==> src/rtl/control_cmd_readback_tx_pkg.sv <==
// Shared parameters, types and helper functions for the pixel readback transmitter.
// Define READBACK_HEADER_EN to include the row/column header state in readback_state_t.
package params;
    localparam int unsigned BYTES_PER_PIXEL = 3;
endpackage

package types;
    localparam int unsigned ROW_BITS = 6;
    localparam int unsigned COL_BITS = 10;

    typedef logic [ROW_BITS-1:0] row_addr_t;
    typedef logic [COL_BITS-1:0] col_addr_t;

    typedef enum logic [2:0] {
        IDLE,
`ifdef READBACK_HEADER_EN
        HDR,
`endif
        RD,
        WAIT,
        SEND,
        FIN
    } readback_state_t;
endpackage

package calc;
    // A single colour byte still needs a one-bit select port.
    function automatic int unsigned num_pixelcolorselect_bits(int unsigned bytes_per_pixel);
        return (bytes_per_pixel <= 1) ? 1 : $clog2(bytes_per_pixel);
    endfunction

    function automatic int unsigned num_col_bytes();
        return ($bits(types::col_addr_t) + 7) / 8;
    endfunction

    function automatic logic [7:0] col_byte(types::col_addr_t col, int unsigned idx);
        logic [31:0] ext;
        ext = 32'(col);
        return 8'(ext >> (8 * idx));
    endfunction
endpackage

==> src/rtl/control_cmd_readback_tx_byte_tx_hold.sv <==
// Single-entry valid/ready output register: load, hold while stalled, clear on accept.
module byte_tx_hold (
    input  logic       clk,
    input  logic       reset,
    input  logic       load,
    input  logic [7:0] load_data,
    input  logic       tx_ready,
    output logic       tx_valid,
    output logic [7:0] tx_data
);

    // NOTE: state registers use non-blocking assignments and a synchronous active-low reset.
    always_ff @(posedge clk) begin
        if (!reset) begin
            tx_valid <= 1'b0;
            tx_data  <= '0;
        end else if (load) begin
            tx_valid <= 1'b1;
            tx_data  <= load_data;
        end else if (tx_valid && tx_ready) begin
            tx_valid <= 1'b0;
        end
    end

endmodule

==> src/rtl/control_cmd_readback_tx.sv <==
// Reads one pixel's colour bytes from frame RAM and streams them MSB byte first.
// Define READBACK_HEADER_EN to prefix each pixel with its row byte and column bytes.
module control_cmd_readback_tx
    import types::*;
#(
    parameter int unsigned BYTES_PER_PIXEL = params::BYTES_PER_PIXEL,
    parameter int unsigned RAM_LATENCY     = 1
) (
    input  logic       clk,
    input  logic       reset,
    input  logic       start,
    input  row_addr_t  row,
    input  col_addr_t  column,
    output row_addr_t  ram_row,
    output col_addr_t  ram_column,
    output logic [calc::num_pixelcolorselect_bits(BYTES_PER_PIXEL)-1:0] ram_pixel,
    output logic       ram_read_enable,
    input  logic [7:0] ram_data,
    output logic [7:0] tx_data,
    output logic       tx_valid,
    input  logic       tx_ready,
    output logic       busy,
    output logic       done
);

    localparam int unsigned       PIX_W     = calc::num_pixelcolorselect_bits(BYTES_PER_PIXEL);
    localparam logic [PIX_W-1:0]  LAST_PIX  = PIX_W'(BYTES_PER_PIXEL - 1);
    localparam logic [1:0]        WAIT_LAST = 2'(RAM_LATENCY - 1);

    readback_state_t state_q, state_d;
    logic [1:0]      wait_cnt_q;
    logic            hold_load;
    logic [7:0]      hold_data;
    logic            handshake;

`ifdef READBACK_HEADER_EN
    localparam logic [3:0] COL_BYTES = 4'(calc::num_col_bytes());
    logic [3:0] col_idx_q;   // column bytes already loaded into the output register
`endif

    assign handshake       = tx_valid && tx_ready;
    assign ram_read_enable = (state_q == RD);
    assign busy            = (state_q != IDLE);
    assign done            = (state_q == FIN);

    // NOTE: every always_comb output gets a default first so no latch is inferred.
    always_comb begin
        state_d   = state_q;
        hold_load = 1'b0;
        hold_data = '0;
        case (state_q)
            IDLE: begin
                if (start) begin
`ifdef READBACK_HEADER_EN
                    hold_load = 1'b1;
                    hold_data = 8'(row);
                    state_d   = HDR;
`else
                    state_d   = RD;
`endif
                end
            end
`ifdef READBACK_HEADER_EN
            HDR: begin
                if (handshake) begin
                    if (col_idx_q == COL_BYTES) begin
                        state_d = RD;
                    end else begin
                        hold_load = 1'b1;
                        hold_data = calc::col_byte(ram_column, 32'(col_idx_q));
                    end
                end
            end
`endif
            RD:   state_d = WAIT;
            WAIT: begin
                if (wait_cnt_q == WAIT_LAST) begin
                    hold_load = 1'b1;
                    hold_data = ram_data;
                    state_d   = SEND;
                end
            end
            SEND: begin
                if (handshake) state_d = (ram_pixel == '0) ? FIN : RD;
            end
            FIN:     state_d = IDLE;
            default: state_d = IDLE;
        endcase
    end

    // Address and pixel select stay put from RD through the capture cycle.
    always_ff @(posedge clk) begin
        if (!reset) begin
            state_q    <= IDLE;
            ram_row    <= '0;
            ram_column <= '0;
            ram_pixel  <= '0;
            wait_cnt_q <= '0;
`ifdef READBACK_HEADER_EN
            col_idx_q  <= '0;
`endif
        end else begin
            state_q <= state_d;
            case (state_q)
                IDLE: begin
                    if (start) begin
                        ram_row    <= row;
                        ram_column <= column;
                        ram_pixel  <= LAST_PIX;
`ifdef READBACK_HEADER_EN
                        col_idx_q  <= '0;
`endif
                    end
                end
`ifdef READBACK_HEADER_EN
                HDR: begin
                    if (handshake && col_idx_q != COL_BYTES) col_idx_q <= col_idx_q + 4'd1;
                end
`endif
                RD:   wait_cnt_q <= '0;
                WAIT: wait_cnt_q <= wait_cnt_q + 2'd1;
                SEND: begin
                    if (handshake && ram_pixel != '0) ram_pixel <= ram_pixel - PIX_W'(1);
                end
                default: ;
            endcase
        end
    end

    byte_tx_hold u_hold (
        .clk       (clk),
        .reset     (reset),
        .load      (hold_load),
        .load_data (hold_data),
        .tx_ready  (tx_ready),
        .tx_valid  (tx_valid),
        .tx_data   (tx_data)
    );

endmodule

==> config.mk <==
export PLATFORM = sky130hd
export DESIGN_NAME = control_cmd_readback_tx
export DESIGN_NICKNAME = d
export VERILOG_FILES = /design/src/rtl/control_cmd_readback_tx_pkg.sv /design/src/rtl/control_cmd_readback_tx_byte_tx_hold.sv /design/src/rtl/control_cmd_readback_tx.sv
export SDC_FILE = /design/constraint.sdc
export NUM_CORES = 1
export LEC_CHECK = 0
export ABC_AREA = 1
export BUFFER_PORTS_ARGS = -buffer_cell sky130_fd_sc_hd__buf_4
export CAP_MARGIN = 30
export CORE_MARGIN = 2
export CORE_UTILIZATION = 49
export DETAILED_ROUTE_END_ITERATION = 8
export GPL_TIMING_DRIVEN = 0
export PLACE_DENSITY = 0.82
export REMOVE_ABC_BUFFERS = 1
export SYNTH_ARGS = -nofsm -noshare
export SYNTH_HDL_FRONTEND = slang
export SYNTH_SLANG_ARGS = --single-unit
==> constraint.sdc <==
create_clock -name clk -period 1.8 [get_ports clk]
set_input_delay 0.09 -clock clk [delete_from_list [all_inputs] [get_ports clk]]
set_output_delay 0.09 -clock clk [all_outputs]
set_load 0.02 [all_outputs]
==> results of run 1 <==
## cells in the mapped netlist
cell type  number
a21oi_1        28
buf_2           2
buf_4           1
buf_6           3
clkbuf_1        2
dfxtp_1        32
ha_1            2
inv_1          24
inv_2           3
nand2_1        21
nand2_2         4
nand3_1        13
nand3_2         1
nand3b_1        2
nor2_1          7
nor2_4          2
nor3_1          2
o21a_1          1
o21ai_0        13
o21ai_1         4
o21ai_2         1
## power by group
part	internal (mW)	leakage, nW	total [mW]	switching, mW
Combinational	0.311	0.519	0.774	0.463
Sequential	0.831	0.263	0.914	0.0832
Clock	0.144	0.0281	0.363	0.219
## worst reg2reg max path: cells and delay by family (launching register included)
family	cells	cell delay, ns
and+or+nand+nor	5	0.79
AOI/OAI and AO/OA	1	0.07
DFF	1	0.39
## timing repair
item	CTS	global route
setup buffers	0	0
resized for setup	0	1
endpoints found under the setup margin	0	3
## stage by stage
stage	hold slack, ns	setup WS [ns]	power (mW)	area, um2	instances
after floorplan	0.210	0.481	1.39	1260	160
after global placement	0.354	0.299	1.67	1730	247
after detailed placement	0.362	0.226	1.70	1730	247
after CTS	0.00514	0.212	2.06	1770	254
after global routing	0.00484	0.275	2.20	1780	254
final	0.0159	0.421	2.05	1780	254
## kinds of logic after synthesis
logic type	count (synthesis)	synth area share [%]
simple gates	52	19.1
compound gates	47	18.3
buf+inv	35	12.1
flops	32	48.5
fa+ha+maj	2	1.90
## state kept, by name (all words and copies together) (netlist names)
register / count
u_hold.tx_data: 8
state_q: 3
ram_column: 10
ram_row: 6
u_hold.tx_valid: 1
ram_pixel: 2
wait_cnt_q: 2
## path summary, 6_finish.rpt
check           startpoint               to  slack (ns)
max reg2reg     state_q[2]     ram_pixel[0]        0.42
min               tx_ready  u_hold.tx_valid        0.02
max             state_q[2]     ram_pixel[0]        0.42
min reg2reg  ram_column[0]    ram_column[0]        0.45
## final cells by class
cell class / instances / area, um2 / area share [%]
Sequential cell: 32 / 641 / 36.0
Multi-Input combinational cell: 101 / 527 / 29.6
Timing Repair Buffer: 57 / 428 / 24.0
Inverter: 27 / 101 / 5.69
Clock buffer: 6 / 41.3 / 2.32
Tap cell: 30 / 37.5 / 2.11
Clock inverter: 1 / 5.00 / 0.281
## layer usage
metal / global-route usage (%) / vias to the layer above / part of all wire, %
met5: 0 / - / 0
met4: 7.48 / 0 / 0.45
met3: 8.14 / 2 / 8.4
met2: 33.7 / 50 / 50
met1: 22.6 / 557 / 41
li1: - / 653 / -
## layout by cell type, fill, tap and decap left out, drive strengths merged
master   n
nand3   14
clkinv   1
ha       2
inv     27
buf     57
o21a     1
dfxtp   32
nand3b   2
a21oi   28
nor2     9
clkbuf   6
o21ai   18
nand2   25
nor3     2
==> out/metrics.cfg, run 1 <==
[worst_hold_path]
hold_class=input pin to flip-flop
min_path_cells=4

[power]
leakagePower_nw=0.810
p_per_area_nw_per_um2=1150
ir_drop_mv=0.813

[sta]
final-setup-viol-count=0
hold_viol=0
fin_setup_tns_ns=0
clock.fmax_ghz=0.725
fin_crit_sh_pct=76.6
drv_slew=0
slew_headroom_pct=75.9
rsz0062_at_grt=no
fin_skew_ns=0.00770
finalCriticalPeriod_ns=1.38
worst_pin_slew_ns=0.361

[global_route]
grt_antenna_before_repair=0
groute.usage.overall_pct=20.0
grt_max_degree=34
grt_overflow=0
grt_pass1_wl_um=4950
grt_pass1_vias=1221

[worst_setup_path]
worstSetupPathType=flip-flop to flip-flop
critPathLaunchType=flip-flop
cp_num_cells=6
slowest_stage=dfxtp_1
end_kind=flip-flop
worstRegToRegCells=6
critPathMostFrequentCell=nand2_1
critPathBufInv=0
crit_required_ns=1.99
cp_cell_sequence=nor2_4, nand3_4, nand2_1, nand2_2, nand2_1, a21oi_1
critical-path-max-stage-delay_ns=0.39
crit_fanout=33
path_delay_family=simple AND/OR/NAND/NOR gates
worstPathArrival_ns=1.57

[placed_design]
port_buffers=57
hpwl_um=2200
gp_congestion=0.785

[clocking]
clkTransAtPathRegs_ns=0.09
cts_sinks=32
clkLatencyLatePin_ns=0.32
cts_hold_buffers=0
cts_buffers=5
cts_root_buf=clkbuf_4
cts_buffer_depth=2
cts_tree=built
htree_num_levels=2

[flow_run]
drv_cap=0

[die]
rows=18
core_um2=2520
die-area_um2=3120
die_y_um=55.9
initial_core_util_pct=52.3
io_pins=58
fp.dieW_um=55.9

[logic_synthesis]
synth_cells=168
ys_seq_area_share_pct=48.5
synth_seq_cells=32
yosysTopAreaCell=dfxtp_1
syn_area_per_cell_um2=7.86
synth_top_area_share_pct=48.5
ys_warn_count=0
synth.area.top_cells=dfxtp_1 49%, a21oi_1 11%, inv_1 6.8%, nand2_1 6.0%, nand3_1 4.9%
ys_types=21
synth_area_um2=1320

[detailed_routing]
vias=1262
drtAntennaViolNets=0
drtIter0Drc=35
first_pass_iters=4
drc=0
wl_um=2880
avgViaCountPerCell=4.97
routedWlPerCell_um=11.3

[final_layout]
final_util_pct=70.6
area_growth_pct=34.9
drive_above_1_share_pct=33.0
nets=254
num-fill-cells=217
n_antenna_cell=0

[status]
outcome=finished clean

Power figures use the tool's default switching activity.
==> run 2: changes to the inputs <==
- CORE_UTILIZATION: 49 -> 46
- PLACE_DENSITY: 0.82 -> 0.78
- clock period: 1.8 -> 1.4 ns (I/O delays scaled with it)
==> run 2 against run 1 <==
Setup slack worse by 0.36 ns. Sequential power increased by 28%. Hold slack got worse by 0.0060 ns. Sequential share of layout area is 2.3 points lower. Global-route usage decreased by 0.20 points.
==> out/metrics.cfg, run 2 (synthesis gave the netlist of run 1 again) <==
[detailed_routing]
drtIter0Drc=29  ; was 35
drtAntennaViolNets=0  ; unchanged
avgViaCountPerCell=5.00  ; was 4.97
routedWlPerCell_um=12.4  ; was 11.3 um
vias=1311  ; was 1262
first_pass_iters=6  ; was 4
drc=0  ; unchanged
wl_um=3260  ; was 2880 um

[clocking]
htree_num_levels=2  ; unchanged
cts_tree=built  ; unchanged
cts_buffers=5  ; unchanged
cts_root_buf=clkbuf_4  ; unchanged
clkTransAtPathRegs_ns=0.10  ; was 0.09 ns
cts_sinks=32  ; unchanged
clkLatencyLatePin_ns=0.33  ; was 0.32 ns
cts_buffer_depth=2  ; unchanged

[die]
die_y_um=57.6  ; was 55.9 um
fp.dieW_um=57.6  ; was 55.9 um
io_pins=58  ; unchanged
die-area_um2=3310  ; was 3120 um2
initial_core_util_pct=48.3  ; was 52.3%
core_um2=2730  ; was 2520 um2
rows=19  ; was 18

[placed_design]
gp_congestion=0.746  ; was 0.785
post_dp_cell_area_um2=1730  ; about the same
pre_cts_slack_ns=-0.176  ; was 0.226 ns
hpwl_um=2240  ; was 2200 um
dp.cells=248  ; was 247
port_buffers=57  ; unchanged

[worst_setup_path]
reg2reg_from=state_q[0]  ; was state_q[2]
worstPathArrival_ns=1.57  ; about the same
crit_required_ns=1.63  ; was 1.99 ns
crit_fanout=17  ; was 33
worstSetupPathType=flip-flop to flip-flop  ; unchanged
end_kind=flip-flop  ; unchanged
critPathLaunch=state_q[0]  ; was state_q[2]
critPathLaunchType=flip-flop  ; unchanged

[final_layout]
area_growth_pct=44.3  ; was 34.9%
drive_above_1_share_pct=34.6  ; was 33.0%
max_flop_register=ram_column  ; unchanged
nets=260  ; was 254
final_util_pct=69.7  ; was 70.6%
fin_cells=262  ; was 254
n_antenna_cell=0  ; unchanged
final_area_um2=1900  ; was 1780 um2
final_common_cell=buf_4  ; unchanged
final_cell_mix=57 x buf_4, 31 x dfxtp_1, 28 x a21oi_1  ; was 57 x buf_4, 32 x dfxtp_1, 28 x a21oi_1
largest_reg_flops=10  ; unchanged
largestRegisters=ram_column (10), u_hold.tx_data (8), ram_row (6)  ; unchanged
num-fill-cells=230  ; was 217

[sta]
fin_setup_tns_ns=0  ; unchanged
hold_viol=0  ; unchanged
clock.fmax_ghz=0.745  ; was 0.725 GHz
drv_slew=0  ; unchanged
worst_pin_slew_ns=0.371  ; was 0.361 ns
finalCriticalPeriod_ns=1.34  ; was 1.38 ns
finalWorstSetupSlack_ns=0.0583  ; was 0.421 ns
holdWs_ns=0.00982  ; was 0.0159 ns
slew_headroom_pct=75.2  ; was 75.9%
fin_crit_sh_pct=95.8  ; was 76.6%
fin_skew_ns=0.0128  ; was 0.00770 ns
final-setup-viol-count=0  ; unchanged

[power]
p_per_area_nw_per_um2=1600  ; was 1150 nW/um2
leakagePower_nw=0.863  ; was 0.810 nW
finalPower_mw=3.04  ; was 2.05 mW
ir_drop_mv=1.29  ; was 0.813 mV

[global_route]
grt_pass1_wl_um=4970  ; was 4950 um
grt_pass1_vias=1221  ; unchanged
grt_overflow=0  ; unchanged
grt_max_degree=34  ; unchanged
grt_antenna_before_repair=0  ; unchanged
groute.usage.overall_pct=19.8  ; was 20.0%

[flow_run]
drv_cap=0  ; unchanged

[status]
outcome=finished clean  ; unchanged

[worst_hold_path]
hold_class=input pin to flip-flop  ; unchanged
min_from=ram_data[0]  ; was tx_ready

## run 2: cell types whose count changed in the layout (fill, tap and decap cells not counted), sizes merged
cell         previous run  this run
clkinv                  1         0
nand3                  14        15
buf                    57        58
dlygate4sd3             0         4
clkbuf                  6         7
bufinv                  0         1
## run 2: cell type report
cell class,instances,area [um2],share of cell area [%]
sequential,32,642,33.7
multi-input combinational,102,539,28.3
timing repair buffer,62,488,25.6
inverter,27,101,5.32
clock buffer,7,65.1,3.42
tap,31,38.8,2.04
clock inverter,1,30.0,1.58
## run 2: path summary, 6_finish.rpt
kind / cells past startpoint / slack [ns] / endpoint
worst max-delay path: 7 / 0.06 / ram_pixel[1]
worst max register to register: 7 / 0.06 / ram_pixel[1]
worst min-delay path: 3 / 0.01 / u_hold.tx_data[0]
worst min register to register: 2 / 0.45 / ram_column[7]
## run 2: routing by layer
layer | vias up | track usage [%] | share of wire (%)
met5 | - | 0 | 0
met4 | 0 | 8.97 | 2.2
met3 | 8 | 9.75 | 8.4
met2 | 49 | 33.4 | 49
met1 | 587 | 20.5 | 40
li1 | 667 | - | -
## run 2: what timing repair did
action / 4_1_cts / 5_1_grt
gates resized for setup: 1 / 2
cloned: 0 / 1
setup endpoints to repair: 18 / 16
hold endpoints to repair: 3 / 1
pin swaps: 0 / 2
hold buffers: 3 / 1
setup buffers: 0 / 1
## run 2: critical path: stages, from the launching register on
cell	delay, ns
dfxtp_1	0.39
nor2_4	0.19
buf_12	0.13
nand3_4	0.17
nand2_1	0.13
nand2_2	0.07
nor2_1	0.09
nor2_1	0.05
## run 2: power breakdown
group | internal (mW) | leakage, nW | total (mW) | switching (mW)
registers | 1.07 | 0.263 | 1.17 | 0.103
clock network | 0.474 | 0.0515 | 0.787 | 0.313
logic | 0.447 | 0.548 | 1.08 | 0.637
total | 1.99 | 0.863 | 3.04 | 1.05
==> run 3: changes to the inputs <==
- clock period: 1.4 -> 1.45 ns (I/O delays scaled with it)
==> run 3 against run 2 <==
Cell count decreased by 0.76%. Core utilization decreased by 1.1 points. Sequential share of layout area increased by 0.54 points. Via count decreased by 0.99%. Hold slack improved by 0.0024 ns. Largest cell class unchanged.
==> out/metrics.cfg, run 3 (synthesis gave the netlist of run 1 again) <==
[power]
ir_drop_mv=1.24  ; was 1.29 mV
p_per_area_nw_per_um2=1540  ; was 1600 nW/um2
leakagePower_nw=0.850  ; was 0.863 nW

[clocking]
cts_tree=built  ; unchanged
htree_num_levels=2  ; unchanged
clkTransAtPathRegs_ns=0.10  ; about the same
cts_buffers=5  ; unchanged
cts_sinks=32  ; unchanged
cts_buffer_depth=2  ; unchanged
cts_root_buf=clkbuf_4  ; unchanged
cts_setup_buffers=0  ; unchanged
clkLatencyLatePin_ns=0.33  ; about the same

[final_layout]
final_util_pct=68.6  ; was 69.7%
drive_above_1_share_pct=34.1  ; was 34.6%
nets=258  ; was 260
max_flop_register=ram_column  ; unchanged
largest_reg_flops=10  ; unchanged
num-fill-cells=232  ; was 230
largestRegisters=ram_column (10), u_hold.tx_data (8), ram_row (6)  ; unchanged
final_cell_mix=57 x buf_4, 31 x dfxtp_1, 28 x a21oi_1  ; unchanged
final_common_cell=buf_4  ; unchanged
final_area_um2=1870  ; was 1900 um2
n_antenna_cell=0  ; unchanged
area_growth_pct=42.0  ; was 44.3%

[sta]
finalWorstSetupSlack_ns=0.128  ; was 0.0583 ns
rsz0062_at_grt=no
fin_skew_ns=0.0125  ; was 0.0128 ns
drv_slew=0  ; unchanged
final-setup-viol-count=0  ; unchanged
worst_pin_slew_ns=0.374  ; was 0.371 ns
fin_crit_sh_pct=91.1  ; was 95.8%
slew_headroom_pct=75.0  ; was 75.2%
fin_setup_tns_ns=0  ; unchanged
hold_viol=0  ; unchanged
finalCriticalPeriod_ns=1.32  ; was 1.34 ns
clock.fmax_ghz=0.757  ; was 0.745 GHz

[die]
io_pins=58  ; unchanged
fp.dieW_um=57.6  ; unchanged
die_y_um=57.6  ; unchanged
initial_core_util_pct=48.3  ; unchanged
rows=19  ; unchanged
die-area_um2=3310  ; unchanged
core_um2=2730  ; unchanged

[global_route]
grt_antenna_before_repair=0  ; unchanged
grt_pass1_wl_um=4940  ; was 4970 um
groute.usage.overall_pct=19.6  ; was 19.8%
grt_max_degree=34  ; unchanged
grt_pass1_vias=1214  ; was 1221
grt_overflow=0  ; unchanged

[worst_setup_path]
r2r-end=state_q[0]  ; was ram_pixel[1]
worstRegToRegCells=6  ; was 7
crit_required_ns=1.72  ; was 1.63 ns
path_delay_family=simple AND/OR/NAND/NOR gates  ; unchanged
critPathMostFrequentCell=nor2_1  ; unchanged
critPathLaunchType=flip-flop  ; unchanged
worstSetupPathType=flip-flop to flip-flop  ; unchanged
reg2reg_from=wait_cnt_q[0]  ; was state_q[0]
cp_num_cells=6  ; was 7
slowest_stage=dfxtp_1  ; unchanged
critPathLaunch=wait_cnt_q[0]  ; was state_q[0]
worst-r2r-setup-slack_ns=0.13  ; was 0.06 ns
cp_cell_sequence=inv_1, ha_1, nand3b_1, nand3_1, nor2_1, nor2_1  ; was nor2_4, buf_12, nand3_4, nand2_1, nand2_2, nor2_1, nor2_1
crit_fanout=10  ; was 17
critPathBufInv=1  ; unchanged
crit_path_end=state_q[0]  ; was ram_pixel[1]
worstPathArrival_ns=1.60  ; was 1.57 ns
critical-path-max-stage-delay_ns=0.36  ; was 0.39 ns
end_kind=flip-flop  ; unchanged

[detailed_routing]
vias=1298  ; was 1311
first_pass_iters=6  ; unchanged
drtIter0Drc=29  ; unchanged
avgViaCountPerCell=4.99  ; was 5.00
routedWlPerCell_um=12.2  ; was 12.4 um
drc=0  ; unchanged
drtAntennaViolNets=0  ; unchanged
wl_um=3180  ; was 3260 um

[placed_design]
port_buffers=57  ; unchanged
gp_congestion=0.746  ; unchanged
pre_cts_slack_ns=-0.126  ; was -0.176 ns
hpwl_um=2240  ; unchanged
post_dp_cell_area_um2=1730  ; unchanged

[status]
outcome=finished clean  ; unchanged

[flow_run]
drv_cap=0  ; unchanged

[worst_hold_path]
hold_class=input pin to flip-flop  ; unchanged

[run 3: worst min path at each step]
stage | start | end | slack, ns | cells past startpoint
6_report | ram_data[0] | u_hold.tx_data[0] | 0.01 | 3
5_1_grt | ram_data[4] | u_hold.tx_data[4] | 0.003 | 3
4_1_cts | ram_data[2] | u_hold.tx_data[2] | 0.002 | 3
3_5_place_dp | tx_ready | u_hold.tx_valid | 0.34 | 4
3_3_place_gp | row[0] | ram_row[0] | 0.34 | 3
2_1_floorplan | reset | ram_pixel[1] | 0.19 | 2
[run 3: report_power, final]
| part | internal (mW) | leakage [nW] | switching (mW) |
|---|---|---|---|
| Clock | 0.458 | 0.0515 | 0.301 |
| Combinational | 0.398 | 0.535 | 0.606 |
| Sequential | 1.03 | 0.263 | 0.0989 |
| Total | 1.89 | 0.850 | 1.01 |
[run 3: stage by stage]
stage	total power [mW]	hold slack [ns]	instances
4_1_cts	2.89	0.00191	258
3_5_place_dp	2.11	0.344	248
6_report	2.89	0.0122	260
3_3_place_gp	2.07	0.337	248
2_1_floorplan	1.72	0.193	160
5_1_grt	3.06	0.00271	260
[run 3: worst min-delay path, delay by kind of cell]
kind	cells	cell delay (ns)
simple gates	1	0.07
buf+inv	1	0.11
compound gates	1	0.06
[run 3: cell type report]
type / instances / area (um2) / area share [%]
repair buffers: 60 / 458 / 24.4
multi-input cells: 102 / 537 / 28.6
inverters: 27 / 104 / 5.54
flip-flops and latches: 32 / 642 / 34.2
well taps: 31 / 38.8 / 2.07
clock inverters: 1 / 30.0 / 1.60
clock buffers: 7 / 65.1 / 3.47
[run 3: per-layer routing]
layer / vias up / track usage [%] / part of all wire (%)
met3: 8 / 9.75 / 7.9
met5: - / 0 / 0
met1: 581 / 20.3 / 41
met4: 0 / 8.97 / 2.2
met2: 45 / 33.1 / 48
li1: 664 / - / -
[run 3: timing repair]
item	in CTS	in global routing
endpoints found under the hold margin	2	1
resized for setup	1	2
pin swaps	0	1
setup endpoints to repair	18	4
hold buffers	2	1
gates cloned	0	1
